`src/rtl/axis_shifter_pkg.sv`:
```
// Shared types and elaboration helpers for the pipelined AXI-Stream shifter.
// The stage payload is sized for the widest supported configuration; each
// stage only works on the low DATA_W / SHIFT_W bits and keeps the rest zero.
package axis_shifter_pkg;

  localparam int MAX_DATA_W  = 256;
  localparam int MAX_SHIFT_W = 32;

  // Payload carried by every pipeline register.
  typedef struct packed {
    logic [MAX_DATA_W-1:0]  data;   // partially shifted data
    logic [MAX_SHIFT_W-1:0] shift;  // shift-amount bits not yet resolved
    logic                   last;   // end-of-frame marker
  } stage_payload_t;

  // Number of shift stages needed to resolve shift_w bits, bps bits at a time.
  function automatic int calc_num_stages(input int shift_w, input int bps);
    return (shift_w + bps - 1) / bps;
  endfunction

  // Shift-amount bits resolved by stage k (the last stage may get fewer).
  function automatic int calc_stage_bits(input int shift_w, input int bps, input int k);
    int rem;
    rem = shift_w - k * bps;
    if (rem >= bps) begin
      return bps;
    end else if (rem > 0) begin
      return rem;
    end
    return 0;
  endfunction

endpackage

```
`src/rtl/axis_shifter_stage.sv`:
```
// One registered shift stage. It resolves STAGE_BITS bits of the remaining
// shift amount (weighted by SHIFT_POS) and hands the rest on.
// With STAGE_BITS = 0 it is a plain pipeline register.
//
// Handshake: a beat moves from valid_i into this stage on a rising clock edge
// when valid_i and ready_o are both 1; ready_o is 1 whenever the stage is
// empty or its content is leaving on the same edge (ready_i = 1), so a full
// stage accepts a new beat in the same cycle it hands its own beat on.
module axis_shifter_stage
  import axis_shifter_pkg::*;
#(
  parameter int DATA_W     = 70,
  parameter int STAGE_BITS = 4,
  parameter int SHIFT_POS  = 0,
  parameter bit LEFT       = 1'b1,
  parameter bit ARITH      = 1'b0
) (
  input  logic           clk,
  input  logic           rst,
  input  logic           valid_i,
  output logic           ready_o,
  input  stage_payload_t pl_i,
  output logic           valid_o,
  input  logic           ready_i,
  output stage_payload_t pl_o
);

  localparam logic [MAX_DATA_W-1:0]  DATA_MASK  = {MAX_DATA_W{1'b1}} >> (MAX_DATA_W - DATA_W);
  localparam logic [MAX_SHIFT_W-1:0] FIELD_MASK = ~({MAX_SHIFT_W{1'b1}} << STAGE_BITS);

  logic                   valid_q;
  stage_payload_t         pl_q;
  stage_payload_t         pl_d;
  logic                   load;
  logic [MAX_SHIFT_W-1:0] amt;
  logic [MAX_DATA_W-1:0]  data_in;
  logic [MAX_DATA_W-1:0]  shifted;
  logic                   sign;

  assign load    = ~valid_q | ready_i;
  assign ready_o = load;
  assign valid_o = valid_q;
  assign pl_o    = pl_q;

  // This stage's share of the shift, already weighted by its bit position.
  assign amt = (pl_i.shift & FIELD_MASK) << SHIFT_POS;

  // Shift the payload; right shifts refill from the top with the sign bit
  // when arithmetic, and any overshift collapses to all-fill.
  always_comb begin
    data_in = pl_i.data & DATA_MASK;
    sign    = ARITH ? data_in[DATA_W-1] : 1'b0;
    if (LEFT) begin
      shifted = (data_in << amt) & DATA_MASK;
    end else begin
      shifted = (data_in >> amt) | ({MAX_DATA_W{sign}} & DATA_MASK & ~(DATA_MASK >> amt));
    end
    pl_d       = '0;
    pl_d.data  = shifted;
    pl_d.shift = pl_i.shift >> STAGE_BITS;
    pl_d.last  = pl_i.last;
  end

  // Stage register: valid follows the upstream on every load, data only on
  // real beats so a stalled or drained output keeps its last value.
  always_ff @(posedge clk or negedge rst) begin
    if (!rst) begin
      valid_q <= 1'b0;
      pl_q    <= '0;
    end else if (load) begin
      valid_q <= valid_i;
      if (valid_i) begin
        pl_q <= pl_d;
      end
    end
  end

endmodule

```
`src/rtl/axis_pipelined_shifter.sv`:
```
// Pipelined AXI-Stream barrel shifter: joins a shift-amount stream with a
// data stream, extends the data to OUTPUT_WIDTH and shifts it left or right
// over NUM_STAGES registered stages (plus an optional input register).
// Define AXIS_SHIFTER_ASSERT_EN to compile in simulation assertions.
//
// Handshake: every stream transfers on a rising edge where its valid and
// ready are both 1. The two input streams are joined: shift_ready and
// input_ready are the same signal and only rise when both valids are high
// and the pipeline can take a beat, so neither stream is ever consumed alone.
module axis_pipelined_shifter
  import axis_shifter_pkg::*;
#(
  parameter int SHIFT_WIDTH      = 7,
  parameter int INPUT_WIDTH      = 39,
  parameter int OUTPUT_WIDTH     = 70,
  parameter int BITS_PER_STAGE   = 4,
  parameter int LEFT             = 1,
  parameter int ARITHMETIC       = 0,
  parameter int LATCH_INPUT_SYNC = 1
) (
  input  logic                    clk,
  input  logic                    rst,
  input  logic [SHIFT_WIDTH-1:0]  shift_data,
  input  logic                    shift_valid,
  output logic                    shift_ready,
  input  logic                    shift_last,
  input  logic [INPUT_WIDTH-1:0]  input_data,
  input  logic                    input_valid,
  output logic                    input_ready,
  input  logic                    input_last,
  output logic [OUTPUT_WIDTH-1:0] output_data,
  output logic                    output_valid,
  input  logic                    output_ready,
  output logic                    output_last
);

  localparam int NUM_STAGES  = calc_num_stages(SHIFT_WIDTH, BITS_PER_STAGE);
  localparam bit LEFT_B      = (LEFT != 0);
  localparam bit STAGE_ARITH = (ARITHMETIC != 0) && (LEFT == 0);

  stage_payload_t          join_pl;
  logic                    join_valid;
  logic                    join_ready;
  logic [OUTPUT_WIDTH-1:0] ext_data;

  stage_payload_t          pl_c [NUM_STAGES+1];
  logic [NUM_STAGES:0]     vld_c;
  logic [NUM_STAGES:0]     rdy_c;
  logic                    unused_tail;

  assign join_valid  = shift_valid & input_valid;
  // Held low during reset so nothing is acknowledged while the pipe is cleared.
  assign shift_ready = join_valid & join_ready & rst;
  assign input_ready = shift_valid & input_valid & join_ready & rst;

  // Extend the input to the output width and pack the joined beat.
  always_comb begin
    if (ARITHMETIC != 0) begin
      ext_data = OUTPUT_WIDTH'($signed(input_data));
    end else begin
      ext_data = OUTPUT_WIDTH'(input_data);
    end
    join_pl                         = '0;
    join_pl.data[OUTPUT_WIDTH-1:0]  = ext_data;
    join_pl.shift[SHIFT_WIDTH-1:0]  = shift_data;
    join_pl.last                    = shift_last | input_last;
  end

  if (LATCH_INPUT_SYNC != 0) begin : g_sync
    axis_shifter_stage #(
      .DATA_W     (OUTPUT_WIDTH),
      .STAGE_BITS (0),
      .SHIFT_POS  (0),
      .LEFT       (LEFT_B),
      .ARITH      (STAGE_ARITH)
    ) u_sync (
      .clk     (clk),
      .rst     (rst),
      .valid_i (join_valid),
      .ready_o (join_ready),
      .pl_i    (join_pl),
      .valid_o (vld_c[0]),
      .ready_i (rdy_c[0]),
      .pl_o    (pl_c[0])
    );
  end else begin : g_nosync
    assign vld_c[0]   = join_valid;
    assign join_ready = rdy_c[0];
    assign pl_c[0]    = join_pl;
  end

  for (genvar k = 0; k < NUM_STAGES; k++) begin : g_stage
    axis_shifter_stage #(
      .DATA_W     (OUTPUT_WIDTH),
      .STAGE_BITS (calc_stage_bits(SHIFT_WIDTH, BITS_PER_STAGE, k)),
      .SHIFT_POS  (k * BITS_PER_STAGE),
      .LEFT       (LEFT_B),
      .ARITH      (STAGE_ARITH)
    ) u_stage (
      .clk     (clk),
      .rst     (rst),
      .valid_i (vld_c[k]),
      .ready_o (rdy_c[k]),
      .pl_i    (pl_c[k]),
      .valid_o (vld_c[k+1]),
      .ready_i (rdy_c[k+1]),
      .pl_o    (pl_c[k+1])
    );
  end

  assign rdy_c[NUM_STAGES] = output_ready;
  assign output_valid      = vld_c[NUM_STAGES];
  assign output_data       = pl_c[NUM_STAGES].data[OUTPUT_WIDTH-1:0];
  assign output_last       = pl_c[NUM_STAGES].last;
  // Padding bits of the final payload are always zero and not presented.
  assign unused_tail       = ^{pl_c[NUM_STAGES].data, pl_c[NUM_STAGES].shift};

`ifdef AXIS_SHIFTER_ASSERT_EN
  a_width_ok: assert property (@(posedge clk) OUTPUT_WIDTH >= INPUT_WIDTH);

  a_stall_stable: assert property (@(posedge clk) disable iff (!rst)
    (output_valid && !output_ready) |=>
      (output_valid && $stable(output_data) && $stable(output_last)));

  a_no_x: assert property (@(posedge clk) disable iff (!rst)
    !$isunknown({output_valid, output_data, output_last}));
`endif

endmodule

```
`config.mk`:
```
export PLATFORM = sky130hd
export DESIGN_NAME = axis_pipelined_shifter
export DESIGN_NICKNAME = d
export VERILOG_FILES = /design/src/rtl/axis_shifter_pkg.sv /design/src/rtl/axis_shifter_stage.sv /design/src/rtl/axis_pipelined_shifter.sv
export SDC_FILE = /design/constraint.sdc
export NUM_CORES = 1
export LEC_CHECK = 0
export ABC_AREA = 1
export BUFFER_PORTS_ARGS = -buffer_cell sky130_fd_sc_hd__buf_4
export CORE_MARGIN = 1.5
export CORE_UTILIZATION = 51
export CTS_CLUSTER_SIZE = 25
export DETAILED_ROUTE_END_ITERATION = 16
export GPL_TIMING_DRIVEN = 0
export HOLD_SLACK_MARGIN = 0.06
export PLACE_DENSITY = 0.71
export SYNTH_ARGS = -nofsm -noshare
export SYNTH_HDL_FRONTEND = slang
export SYNTH_HIERARCHICAL = 1
export SYNTH_SLANG_ARGS = --single-unit
```
`constraint.sdc`:
```
create_clock -name clk -period 1.7 [get_ports clk]
set_clock_uncertainty 0.05 [all_clocks]
set_input_delay 0.34 -clock clk [delete_from_list [all_inputs] [get_ports clk]]
set_output_delay 0.34 -clock clk [all_outputs]
set_load 0.05 [all_outputs]
```
==> flow_summary.ini, run 1 <==
[drt]
wl_per_cell_um = 17.73
detail_route.vias_per_cell = 5.502
antenna_left = 0
initialDrtViolationCount = 1159
vias = 13260
drc = 0
dr.pass1.iters = 5
totalWireLength_um = 42720

[global_route]
grt_start_max_net_pins = 95
antenna_found_initial = 0
grt_usage_pct = 33.27
grt_overflow_total = 0
grt_pass1_wl_um = 67940
first_global_vias = 12530

[floorplan]
die_x_um = 161.2
initial_utilization_pct = 52.16
io_pins = 127
row_count = 57
die_h_um = 161.2
core_area_um2 = 24460
dieArea_um2 = 25980

[setup_path]
crit_path_cell_trace = nand2_4, inv_4, nand2_4, inv_4, nand2_8, buf_6, nand2_4, nor2_4, buf_6, buf_8
critPathCaptureType = output pin
slowest_stage = dfrtp_2
start_kind = flip-flop
rr_worst_depth = 9
rr_startpoint = g_sync.u_sync/valid_o$_DFFE_PN0P_
cp_max_fo = 2
ff2ff_setup_slack_ns = -0.05
critPathArrivalTime_ns = 1.72
cpMostUsedCell = nand2_4
reg2reg_to = g_stage[0].u_stage/pl_o[85]$_DFFE_PN0P_
crit_required_ns = 1.31
criticalPathCategory = flip-flop to output pin
slowest_delay_ns = 0.42

[run]
drv_cap = 0

[finish]
fin_nets = 2121
fin_cells = 2410
finish.instance_area_um2 = 15950
insertedDiodeCount = 0
area_growth_pct = 24.99
nFillCells = 2235
layout-drive-gt1-share_pct = 16.35

[pwr]
powerDensity_nw_per_um2 = 1446
ir_worst_vdd_uv = 1096
leakage_nw = 8.350
total_power_w = 0.02306

[clock_network]
cts_buffers = 24
cts-root-buf = clkbuf_16
h-tree-depth = 1
cts_num_sinks = 226
cts_tree = done
cts.clk_slew.worst_paths_ns = 0.06
cts-hold-fix-buffers = 46
ctsLongestPathBuffers = 3
clock_latency_ns = 0.53

[timing]
maxSlewViolCount = 0
min_period_over_period_pct = 124.2
timing.fmax_ghz = 0.4734
hold_violations = 57
max-slew-margin-rel_pct = 60.69
rsz0062_at_grt = yes
whs_ns = -0.2997
worstMarginPinSlew_ns = 0.5897
setup_viol = 20
finalCriticalPeriod_ns = 2.112
setup_ws_ns = -0.4122

[place]
place_congestion = 0.9910
pre_cts_slack_ns = -0.4042
io_buffers = 126
place_area_um2 = 14330
dp.cells = 2305
dp_hpwl_um = 32670

[synth]
syn_inst = 1823
syn_area_um2 = 12760
avgSynthCellArea_um2 = 6.999
ys_warn_count = 6

[status]
status = complete, but fails checks
violations = hold timing, setup timing

[min_path]
holdCritPathClass = input port to asynchronous set/reset pin
[state kept, by name (all words and copies together), names as in the netlist]
| signal | count |
|---|---|
| g_sync.u_sync/pl_o | 78 |
| g_sync.u_sync/valid_o | 1 |
| g_stage.u_stage/pl_o | 145 |
| g_stage.u_stage/valid_o | 2 |
[per-layer routing]
layer  routed length, um  vias up  global-route usage, %
met5                   0        -                      0
met4                1492        0                  12.37
met3                2573       89                  3.903
met2               20500      523                  56.25
met1               18160     6258                  44.03
li1                    -     6391                      -
[power by group]
part	leakage, nW	switching (W)	internal, W
sequential	2.87	0.00131	0.00682
combinational	5.08	0.00651	0.00307
clock	0.399	0.00214	0.00321
total	8.35	0.00996	0.0131
[per-stage QoR]
step / util, % / setup TNS, ns
2_1_floorplan: - / -0.2554
4_1_cts: 64.40 / -0.9611
5_1_grt: 65.19 / -2.659
3_5_place_dp: 58.56 / -4.652
3_3_place_gp: 58.30 / -324.71
6_report: 65.19 / -1.244
[cell usage in the layout (no fill, tap or decap), types with 8 or more instances in the layout]
master / count
nand2_2: 8
nor2_1: 26
dlygate4sd3_1: 46
buf_4: 166
o21ai_1: 35
dfrtp_1: 223
clkbuf_4: 10
nand3_1: 470
clkbuf_2: 11
inv_1: 20
o21ai_0: 11
buf_6: 27
conb_1: 31
nand2_1: 833
clkbuf_1: 19
buf_2: 44
clkbuf_16: 26
and2_1: 16
[worst max-delay path by stage]
| stage | from | to | slack, ns | cells after the start |
|---|---|---|---|---|
| floorplan | g_stage[1].u_stage/valid_o$_DFFE_PN0P_ | shift_ready | -0.24 | 9 |
| finish | g_stage[1].u_stage/valid_o$_DFFE_PN0P_ | shift_ready | -0.41 | 10 |
| CTS | g_stage[1].u_stage/valid_o$_DFFE_PN0P_ | shift_ready | -0.43 | 10 |
| global placement | rst | shift_ready | -1.71 | 5 |
| global route | g_stage[1].u_stage/valid_o$_DFFE_PN0P_ | shift_ready | -0.48 | 10 |
| detailed placement | rst | shift_ready | -0.40 | 6 |
[layout make-up]
type | instances | area, um2 | share of cell area, %
Buffer | 137 | 939.7 | 5.892
Clock buffer | 36 | 716.9 | 4.496
Clock inverter | 8 | 96.34 | 0.6041
Inverter | 30 | 125.1 | 0.7846
Multi-Input combinational cell | 1461 | 6374 | 39.97
Sequential cell | 226 | 5659 | 35.49
Tap cell | 324 | 405.4 | 2.542
Timing Repair Buffer | 188 | 1632 | 10.23
[critical path, delay by kind of cell, from the launching register on]
kind                   cells  cell delay (ns)
buffers and inverters      5             0.42
AND/OR/NAND/NOR            5             0.36
flip-flops                 1             0.42
[what timing repair did]
| item | CTS | global route |
|---|---|---|
| setup endpoints to repair | 27 | 131 |
| endpoints found under the hold margin | 103 | 57 |
| gates resized for setup | 18 | 62 |
| setup buffers | 11 | 6 |
| pin swaps | 3 | 2 |
| cloned | 2 | 1 |
Note: power is estimated with default switching activity, not from simulation.
==> inputs of run 2 (changes only) <==
--- a/config.mk
+++ b/config.mk
@@ -7,13 +7,15 @@
 export LEC_CHECK = 0
 export ABC_AREA = 1
 export BUFFER_PORTS_ARGS = -buffer_cell sky130_fd_sc_hd__buf_4
+export CELL_PAD_IN_SITES_DETAIL_PLACEMENT = 0
+export CELL_PAD_IN_SITES_GLOBAL_PLACEMENT = 1
 export CORE_MARGIN = 1.5
-export CORE_UTILIZATION = 51
+export CORE_UTILIZATION = 47
 export CTS_CLUSTER_SIZE = 25
 export DETAILED_ROUTE_END_ITERATION = 16
 export GPL_TIMING_DRIVEN = 0
 export HOLD_SLACK_MARGIN = 0.06
-export PLACE_DENSITY = 0.71
+export PLACE_DENSITY = 0.85
 export SYNTH_ARGS = -nofsm -noshare
 export SYNTH_HDL_FRONTEND = slang
 export SYNTH_HIERARCHICAL = 1
==> flow_summary.ini, run 2 (synthesis gave the netlist of run 1 again) <==
[setup_path]
rr_worst_depth = 10
criticalPathCategory = flip-flop to output pin
crit_path_cell_trace = nand2_4, inv_4, nand2_4, inv_4, nand2_4, nand2_4, nor2_4, buf_6, buf_8
crit_family = flip-flops
critPathArrivalTime_ns = 1.66
cpMostUsedCell = nand2_4
slowest_stage = dfrtp_2
slowest_delay_ns = 0.42
reg2reg_to = g_stage[0].u_stage/pl_o[46]$_DFFE_PN0P_
start_kind = flip-flop
ff2ff_setup_slack_ns = -0.06
path_buf_inv = 4
critPathCaptureType = output pin
crit_required_ns = 1.31
rr_startpoint = g_stage[1].u_stage/valid_o$_DFFE_PN0P_
cp_max_fo = 2

[drt]
totalWireLength_um = 42640
drc = 0
antenna_left = 0
detail_route.vias_per_cell = 5.332
initialDrtViolationCount = 973
vias = 12910
dr.pass1.iters = 6
wl_per_cell_um = 17.61

[timing]
fin_tns_setup_ns = -0.7396
rsz0062_at_grt = yes
timing.fmax_ghz = 0.4879
min_period_over_period_pct = 120.6
maxSlewViolCount = 0
whs_ns = -0.3238
setup_viol = 6
hold_violations = 53
setup_ws_ns = -0.3495
worstMarginPinSlew_ns = 0.5144
finalCriticalPeriod_ns = 2.050
max-slew-margin-rel_pct = 65.70

[clock_network]
cts.clk_slew.worst_paths_ns = 0.06
h-tree-depth = 1
cts_num_sinks = 226
cts_buffers = 26
ctsLongestPathBuffers = 3
cts-root-buf = clkbuf_16
cts-hold-fix-buffers = 46
cts_tree = done
clock_latency_ns = 0.54

[finish]
mostFrequentLayoutCells = nand2_1, nand3_1, dfrtp_1, buf_4, buf_2
insertedDiodeCount = 0
fin_util_pct = 59.55
fin_nets = 2114
largest_reg_flops = 145
layout_commonest_cell = nand2_1
layout-drive-gt1-share_pct = 16.59
area_growth_pct = 25.08
multi_input_comb_area_um2 = 6366
seq_area_um2 = 5658
nFillCells = 2617

[global_route]
grt_overflow_total = 0
antenna_found_initial = 0
first_global_vias = 12560
grt_usage_pct = 30.89
grt_pass1_wl_um = 68120
grt_start_max_net_pins = 93

[status]
violations = hold timing, setup timing
status = complete, but fails checks

[pwr]
ir_worst_vdd_uv = 804.0
leakage_nw = 8.354
powerDensity_nw_per_um2 = 1460

[min_path]
holdCritPathClass = input port to asynchronous set/reset pin

[floorplan]
core_area_um2 = 26800
die_h_um = 167.8
initial_utilization_pct = 47.61
io_pins = 127
dieArea_um2 = 28150
row_count = 60
die_x_um = 167.8

[place]
place_congestion = 0.9549
io_buffers = 126
dp_hpwl_um = 33030

[run]
drv_cap = 0
[run 2: cell count changes in the layout (fill, tap and decap cells not counted), sizes merged]
cell,delta
clkinv,-3
clkbuf,-2
buf,-1
clkinvlp,+2
bufbuf,-1
nand2,-1
[run 2: power by group]
group | internal [W] | leakage [nW] | switching, W
combinational | 0.00306 | 5.07 | 0.00644
sequential | 0.00682 | 2.87 | 0.00131
clock | 0.00343 | 0.415 | 0.00223
[run 2: metrics by stage]
| stage | hold WS [ns] | setup slack (ns) | cells | total power [W] | instance area, um2 |
|---|---|---|---|---|---|
| floorplan | -0.005591 | -0.2351 | 1853 | 0.01416 | 12910 |
| global placement | 0.4073 | -1.720 | 2320 | 0.01723 | 14280 |
| detailed placement | 0.2317 | -0.3821 | 2322 | 0.01737 | 14350 |
| CTS | -0.3325 | -0.3598 | 2420 | 0.02319 | 15780 |
| global route | -0.3002 | -0.4134 | 2421 | 0.02458 | 15960 |
| finish | -0.3238 | -0.3495 | 2421 | 0.02329 | 15960 |
[run 2: cell type report]
cell class	count	area share, %
Multi-Input combinational cell	1460	39.89
Sequential cell	226	35.45
Tap cell	341	2.673
Buffer	136	5.919
Inverter	30	0.7996
Timing Repair Buffer	181	9.815
Clock buffer	40	4.853
Clock inverter	7	0.6036
[run 2: worst max path at each step]
stage                                                 from          end  slack, ns  cells past startpoint
global route        g_stage[1].u_stage/valid_o$_DFFE_PN0P_  shift_ready      -0.41                      9
global placement                                       rst  shift_ready      -1.72                      5
floorplan           g_stage[1].u_stage/valid_o$_DFFE_PN0P_  shift_ready      -0.24                      9
finish              g_stage[1].u_stage/valid_o$_DFFE_PN0P_  shift_ready      -0.35                      9
CTS                 g_stage[1].u_stage/valid_o$_DFFE_PN0P_  shift_ready      -0.36                      9
detailed placement                                     rst  shift_ready      -0.38                      6
[run 2: metal layers]
layer	vias to the layer above	global-route usage [%]	part of all wire, %
met5	-	0	0
met4	0	10.42	3.3
met3	82	3.262	5.0
met2	398	52.81	47
met1	6039	40.98	44
li1	6389	-	-
[run 2: worst reg2reg max path: stages, from the launching register on]
cell and delay, ns:
dfrtp_2 0.42, nand2_4 0.09, inv_4 0.05, nand2_4 0.07, buf_4 0.12, nand2_2 0.16, nor2_4 0.18, buf_12 0.14
buf_4 0.16, nand3_1 0.15, nand3_1 0.11
[run 2: what timing repair did]
action                     CTS  global route
hold endpoints to repair    99            53
gates resized for setup     21            72
cloned                       0             1
pin swaps                    3             0
buffers inserted             6             0
setup endpoints to repair   34           135
